--- src/rtl/led_pkg.sv ---
// Package shared by the HUB75 scan controller.
//   DDR_*        : {fall,rise} pairs handed to the ddr output cells
//   scan_state_t : scan sequencer states
//   FRAME_BITS   : width of the frame counter seen by the painter
package led_pkg;

  localparam logic [1:0] DDR_LOW   = 2'b00;
  localparam logic [1:0] DDR_HIGH  = 2'b11;
  localparam logic [1:0] DDR_PULSE = 2'b10;  // low first half, rises mid-cycle

  localparam int FRAME_BITS = 13;

  typedef enum logic [2:0] {
    IDLE,
    SHIFT,
    WAIT,
    BLANK,
    LATCH
  } scan_state_t;

endpackage

--- src/rtl/led_bcm_timer.sv ---
// BCM on-time down-counter.
//   clk, reset  : pll clock, async active-high reset
//   i_load      : load i_load_val this cycle (priority over counting)
//   i_load_val  : display cycles for the plane just latched (0 clears)
//   o_count     : remaining display cycles
//   o_zero      : o_count == 0
// Counts down by one per cycle and saturates at zero.
module led_bcm_timer #(
  parameter int TW = 10
) (
  input  logic          clk,
  input  logic          reset,
  input  logic          i_load,
  input  logic [TW-1:0] i_load_val,
  output logic [TW-1:0] o_count,
  output logic          o_zero
);

  logic [TW-1:0] r_count;

  // NOTE: sequential state uses non-blocking assignments so every flop
  // samples pre-edge values, independent of block ordering.
  always_ff @(posedge clk or posedge reset) begin
    if (reset) begin
      r_count <= '0;
    end else if (i_load) begin
      r_count <= i_load_val;
    end else if (r_count != '0) begin
      r_count <= r_count - 1'b1;
    end
  end

  assign o_count = r_count;
  assign o_zero  = (r_count == '0);

endmodule

--- src/rtl/led_scan_ctrl.sv ---
// Scan sequencer for a 1/32-scan HUB75 panel.
// Walks row pairs and BCM bit planes, fetches pixel bits from the pixel
// source, shifts them out and drives the addr/rgb/sclk/latch/blank ddr pairs.
//   clk, reset         : pll clock, async active-high reset
//   enable             : run scanning; sampled in LATCH, low parks blanked
//   px_req/px_x/px_row/px_plane : pixel fetch strobe and address
//   px_rgb0/px_rgb1    : fetched pixel bits, valid one cycle after px_req
//   led_rgb0/led_rgb1  : registered shift data, upper/lower half
//   led_addr           : displayed row address (changes only in BLANK)
//   sclk/latch/blank   : ddr pairs {fall,rise}
//   frame/frame_done   : frame counter and its per-frame pulse; the pulse and
//                        the increment appear in the cycle after the final LATCH
module led_scan_ctrl
  import led_pkg::*;
#(
  parameter int WIDTH    = 64,
  parameter int ROW_BITS = 5,
  parameter int PLANES   = 4,
  parameter int BASE_ON  = 64
) (
  input  logic                      clk,
  input  logic                      reset,
  input  logic                      enable,
  output logic                      px_req,
  output logic [$clog2(WIDTH)-1:0]  px_x,
  output logic [ROW_BITS-1:0]       px_row,
  output logic [$clog2(PLANES)-1:0] px_plane,
  input  logic [2:0]                px_rgb0,
  input  logic [2:0]                px_rgb1,
  output logic [2:0]                led_rgb0,
  output logic [2:0]                led_rgb1,
  output logic [ROW_BITS-1:0]       led_addr,
  output logic [1:0]                sclk,
  output logic [1:0]                latch,
  output logic [1:0]                blank,
  output logic [FRAME_BITS-1:0]     frame,
  output logic                      frame_done
);

  localparam int XW = $clog2(WIDTH);
  localparam int PW = $clog2(PLANES);
  localparam int CW = $clog2(WIDTH + 2);
  localparam int TW = $clog2((BASE_ON << (PLANES - 1)) + 1);

  localparam logic [CW-1:0] CNT_LAST   = CW'(WIDTH + 1);  // final SHIFT cycle
  localparam logic [CW-1:0] CNT_WIDTH  = CW'(WIDTH);
  localparam logic [CW-1:0] REQ_LAST   = CW'(WIDTH - 1);  // final fetch cycle
  localparam logic [PW-1:0] LAST_PLANE = PW'(PLANES - 1);

  scan_state_t           r_state;
  logic [CW-1:0]         r_cnt;
  logic [ROW_BITS-1:0]   r_row;
  logic [PW-1:0]         r_plane;
  logic                  r_px_req;
  logic [XW-1:0]         r_px_x;
  logic [2:0]            r_led_rgb0;
  logic [2:0]            r_led_rgb1;
  logic [ROW_BITS-1:0]   r_led_addr;
  logic [1:0]            r_sclk;
  logic [1:0]            r_latch;
  logic [1:0]            r_blank;
  logic [FRAME_BITS-1:0] r_frame;
  logic                  r_frame_done;

  logic [TW-1:0] w_on_count;
  logic          w_on_zero;
  logic          w_load;
  logic [TW-1:0] w_load_val;
  logic          w_expiring;
  logic          w_data_slot;
  logic          w_last_slot;

  // The timer is loaded in every LATCH; a disabling LATCH clears it so the
  // plane just latched is never displayed.
  assign w_load     = (r_state == LATCH);
  assign w_load_val = enable ? (TW'(BASE_ON) << r_plane) : '0;

  // Timer reads zero next cycle: SHIFT/WAIT hand over to BLANK exactly in the
  // first cycle with no display time left, and blank rises in step with it.
  assign w_expiring = w_on_zero || (w_on_count == TW'(1));

  // SHIFT cycles 1..WIDTH receive the pixel requested one cycle earlier.
  assign w_data_slot = (r_cnt != '0) && (r_cnt <= CNT_WIDTH);
  assign w_last_slot = (&r_row) && (r_plane == LAST_PLANE);

  led_bcm_timer #(.TW(TW)) u_timer (
    .clk        (clk),
    .reset      (reset),
    .i_load     (w_load),
    .i_load_val (w_load_val),
    .o_count    (w_on_count),
    .o_zero     (w_on_zero)
  );

  // NOTE: outputs are registered, so each branch assigns the values wanted in
  // the *next* cycle; pulse outputs get a default first so nothing holds over.
  always_ff @(posedge clk or posedge reset) begin
    if (reset) begin
      r_state      <= IDLE;
      r_cnt        <= '0;
      r_row        <= '0;
      r_plane      <= '0;
      r_px_req     <= 1'b0;
      r_px_x       <= '0;
      r_led_rgb0   <= '0;
      r_led_rgb1   <= '0;
      r_led_addr   <= '0;
      r_sclk       <= DDR_LOW;
      r_latch      <= DDR_LOW;
      r_blank      <= DDR_HIGH;
      r_frame      <= '0;
      r_frame_done <= 1'b0;
    end else begin
      r_frame_done <= 1'b0;
      r_latch      <= DDR_LOW;
      r_sclk       <= DDR_LOW;

      case (r_state)
        IDLE: begin
          r_blank  <= DDR_HIGH;
          r_px_req <= 1'b0;
          if (enable) begin
            r_state  <= SHIFT;
            r_cnt    <= '0;
            r_px_req <= 1'b1;
            r_px_x   <= '0;
          end
        end

        SHIFT: begin
          r_cnt    <= r_cnt + 1'b1;
          r_px_req <= (r_cnt < REQ_LAST);
          if (r_cnt < REQ_LAST) begin
            r_px_x <= XW'(r_cnt + 1'b1);
          end
          if (w_data_slot) begin
            r_led_rgb0 <= px_rgb0;
            r_led_rgb1 <= px_rgb1;
            r_sclk     <= DDR_PULSE;  // clocks this data out next cycle
          end
          // Previous plane keeps displaying while this one shifts in.
          r_blank <= w_expiring ? DDR_HIGH : DDR_LOW;
          if (r_cnt == CNT_LAST) begin
            r_state <= w_expiring ? BLANK : WAIT;
          end
        end

        WAIT: begin
          r_blank <= w_expiring ? DDR_HIGH : DDR_LOW;
          if (w_expiring) begin
            r_state <= BLANK;
          end
        end

        BLANK: begin
          r_led_addr <= r_row;
          r_latch    <= DDR_HIGH;
          r_blank    <= DDR_HIGH;
          r_state    <= LATCH;
        end

        LATCH: begin
          if (w_last_slot) begin
            r_frame      <= r_frame + 1'b1;
            r_frame_done <= 1'b1;
          end
          if (enable) begin
            r_state  <= SHIFT;
            r_cnt    <= '0;
            r_px_req <= 1'b1;
            r_px_x   <= '0;
            r_blank  <= DDR_LOW;  // freshly loaded plane starts displaying
            if (r_plane == LAST_PLANE) begin
              r_plane <= '0;
              r_row   <= r_row + 1'b1;
            end else begin
              r_plane <= r_plane + 1'b1;
            end
          end else begin
            r_state <= IDLE;
            r_row   <= '0;
            r_plane <= '0;
            r_blank <= DDR_HIGH;
          end
        end

        default: r_state <= IDLE;
      endcase
    end
  end

  assign px_req     = r_px_req;
  assign px_x       = r_px_x;
  assign px_row     = r_row;
  assign px_plane   = r_plane;
  assign led_rgb0   = r_led_rgb0;
  assign led_rgb1   = r_led_rgb1;
  assign led_addr   = r_led_addr;
  assign sclk       = r_sclk;
  assign latch      = r_latch;
  assign blank      = r_blank;
  assign frame      = r_frame;
  assign frame_done = r_frame_done;

endmodule

--- config.mk ---
export PLATFORM = sky130hd
export DESIGN_NAME = led_scan_ctrl
export DESIGN_NICKNAME = d
export VERILOG_FILES = /design/src/rtl/led_pkg.sv /design/src/rtl/led_bcm_timer.sv /design/src/rtl/led_scan_ctrl.sv
export SDC_FILE = /design/constraint.sdc
export NUM_CORES = 1
export LEC_CHECK = 0
export ABC_AREA = 1
export BUFFER_PORTS_ARGS = -buffer_cell sky130_fd_sc_hd__buf_4
export CAP_MARGIN = 30
export CORE_MARGIN = 8
export CORE_UTILIZATION = 42
export DETAILED_ROUTE_END_ITERATION = 16
export PLACE_DENSITY_LB_ADDON = 0.3
export SYNTH_ARGS = -nofsm -noshare
export SYNTH_HDL_FRONTEND = slang
export SYNTH_SLANG_ARGS = --single-unit
--- constraint.sdc ---
create_clock -name clk -period 1.9 [get_ports clk]
set_input_delay 0.38 -clock clk [delete_from_list [all_inputs] [get_ports clk]]
set_output_delay 0.38 -clock clk [all_outputs]
set_load 0.02 [all_outputs]
==> out/results.ini <==
[cts]
path_clk_slew_ns=0.07
clock-sinks=62
clock_latency_ns=0.33
ctsHoldBuffers=0
numCtsBuffers=9
clockBufferDepth=2
cts-root-buf=clkbuf_8
cts_tree=yes
ctsHtreeMaxLevel=3

[yosys]
avgSynthCellArea_um2=8.241
ys_types=32
seq_area_frac_synth=0.4958
netlist_instances=380
synth.cell_area_um2=3132
synth-seq-cells=62
ys_warn_count=0
syn_nets=401

[finish]
drive_gt1_frac=0.2232
fin_util=0.5468
layout.nets=473
syn_to_final_growth_pct=26.65
fin_area_um2=3966
antenna_cells=0

[global_routing]
track_usage=0.1415
grt.overflow.total=0
grt_pass1_vias=2613
grt_max_degree=24
grt_pass1_wl_um=11790
antenna_found_initial=0

[floorplanning]
dieWidth_um=102.4
initial_core_util=0.4318
row_count=31
die_area_um2=10480
top_level_ports=54
die_h_um=102.4
core-area_um2=7253

[route]
vias=2687
wl_met3_um=317
routedWlPerCell_um=12.75
wl_met2_um=3511
via_per_inst=4.833
drc=0
wl_met1_um=3122
firstDrtPassIters=4
ant_nets=0
first_iter_violations=109
drt_wl_total_um=7088
routed.top_layer=met4

[timing]
timing.final.hold_violations=0
grt_setup_unrepaired=yes
slew_violations=0
timing.hold.ws_ns=0.08233
fin_crit_ns=1.819
fin_skew_ns=0.01174
report.final.setup_viol=0
post-route-period-util=0.9572
max_slew_margin=0.6567
max_freq_mhz=549.8
setup_slack_ns=0.08129
worst_slew_pin_slew_ns=0.5139

[flow_run]
cap_violations=0

[setup_path]
crit_family=simple AND/OR/NAND/NOR gates
crit_cells=11
end_kind=register
max_stage_delay_ns=0.38
cp-start-kind=register
cp_max_fo=5
crit_top_cell=nand2_1
crit_slowest_cell=dfrtp_1
critical_path_arrival_ns=2.04
rr_worst_depth=11
criticalPathCategory=register to register
worstPathCellList=ha_2, nand2_2, nor2_2, ha_2, nand2_2, nor2_4, nand4_1, nor2_4, nand2_1, nand2_1, nand2_1
worstPathRequired_ns=2.12
crit_buf_inv=0

[power]
p_leak_nw=2.049
power.density_nw_per_um2=1391
total_power_mw=5.517
peakVddDrop_v=0.0007180

[placed_design]
portBuffers=52
gp_congestion=0.8777
hpwl_um=5395
place_area_um2=3715
pre_cts_slack_ns=0.05339

[status]
outcome=complete, no violations

[hold_path]
hp-class=primary input to async pin

routing by layer:
metal,GRT usage,up-vias
met5,0,-
met4,0.06885,0
met3,0.02861,13
met2,0.2374,53
met1,0.1689,1267
li1,-,1354
synth_stat cells:
master	instances	area (µm²)
inv_2	1	3.750
a211oi_1	1	7.510
clkbuf_1	1	3.750
nand3b_1	1	7.510
nand4_4	1	21.27
nor4_1	1	6.260
nor3_2	1	10.01
nor2_1	29	108.9
buf_4	4	30.03
inv_1	50	187.7
buf_6	1	11.26
a21oi_1	14	70.07
nor2_4	3	33.78
nand3_1	24	120.1
nand2_2	1	6.260
dfstp_2	1	26.28
o21ai_0	27	135.1
nor3_1	7	35.03
nand2_4	1	11.26
o21ai_1	3	15.01
xnor2_1	6	52.55
xor2_1	6	52.55
conb_1	1	3.750
o22ai_1	2	12.51
nand2_1	110	412.9
ha_1	12	150.1
nor2_2	2	12.51
mux2_2	1	11.26
mux2i_1	1	10.01
nand4_1	5	31.28
dfrtp_1	61	1526
buf_2	1	5.000
placed cells by master, fill, tap and decap left out, types with 2 or more instances in the layout:
cell type / count
nand4_1: 5
clkinv_2: 2
nand2_1: 108
nand2_2: 3
nand3_1: 23
clkbuf_8: 10
o21ai_1: 3
nor2_4: 4
o21ai_0: 27
buf_12: 2
a21oi_1: 14
nor2_1: 28
ha_1: 10
ha_2: 2
xnor2_1: 6
inv_1: 49
nor3_1: 7
buf_4: 66
nor2_2: 2
xor2_1: 6
dfrtp_1: 61
o22ai_1: 2
per-stage QoR:
stage | setup TNS, ns | cells
2_1_floorplan | 0 | 380
3_3_place_gp | 0 | 536
3_5_place_dp | 0 | 536
4_1_cts | 0 | 552
5_1_grt | -0.1758 | 556
6_report | 0 | 556
logic make-up (layout without fill, tap and decap cells):
logic type / count (synthesis) / in the layout / share of synthesized area
mux: 2 / 2 / 0.006792
xor+xnor: 12 / 12 / 0.03356
compound gates: 47 / 47 / 0.07671
flops: 62 / 62 / 0.4958
fa+ha+maj: 12 / 12 / 0.04794
buf+inv: 58 / 135 / 0.07710
other cells: 1 / 1 / 0.001197
simple gates: 186 / 186 / 0.2609
what timing repair did:
| action | in CTS | in global routing |
|---|---|---|
| buffers inserted | 0 | 4 |
| endpoints found under the setup margin | 0 | 7 |
| gates resized for setup | 0 | 7 |
power by group:
part           internal, mW  leakage, nW  switching, mW
Clock                 0.644        0.104          0.510
Sequential             1.72        0.816          0.333
Combinational         0.894         1.13           1.42
Total                  3.26         2.05           2.26
cell type report:
type,instances,area [µm²]
fillers,669,3287
inverters,51,195.2
clock buffers,11,141.4
clock inverters,5,57.56
multi-input cells,260,1360
repair buffers,68,535.5
flip-flops and latches,62,1553
well taps,99,123.9
path summary, 6_finish.rpt:
path,startpoint,endpoint,slack (ns)
min in group clk,px_rgb1[1],led_rgb1[1],0.24
hold / removal,reset,latch[0],0.08
setup / recovery,px_row[1],frame[8],0.08
setup reg to reg,px_row[1],frame[8],0.08
hold reg to reg,px_x[0],px_x[0],0.49
max in group asynchronous,reset,r_cnt[2],1.34
sequential cells by signal, indices dropped and copies added, names as in the netlist:
name,flops
u_timer.o_count,10
frame,13
px_x,6
r_state,3
frame_done,1
px_req,1
led_rgb0,3
px_row,5
sclk,1
r_cnt,7
blank,1
led_rgb1,3
px_plane,2
latch,1
led_addr,5
No activity file was read; power rests on OpenSTA's default activity.
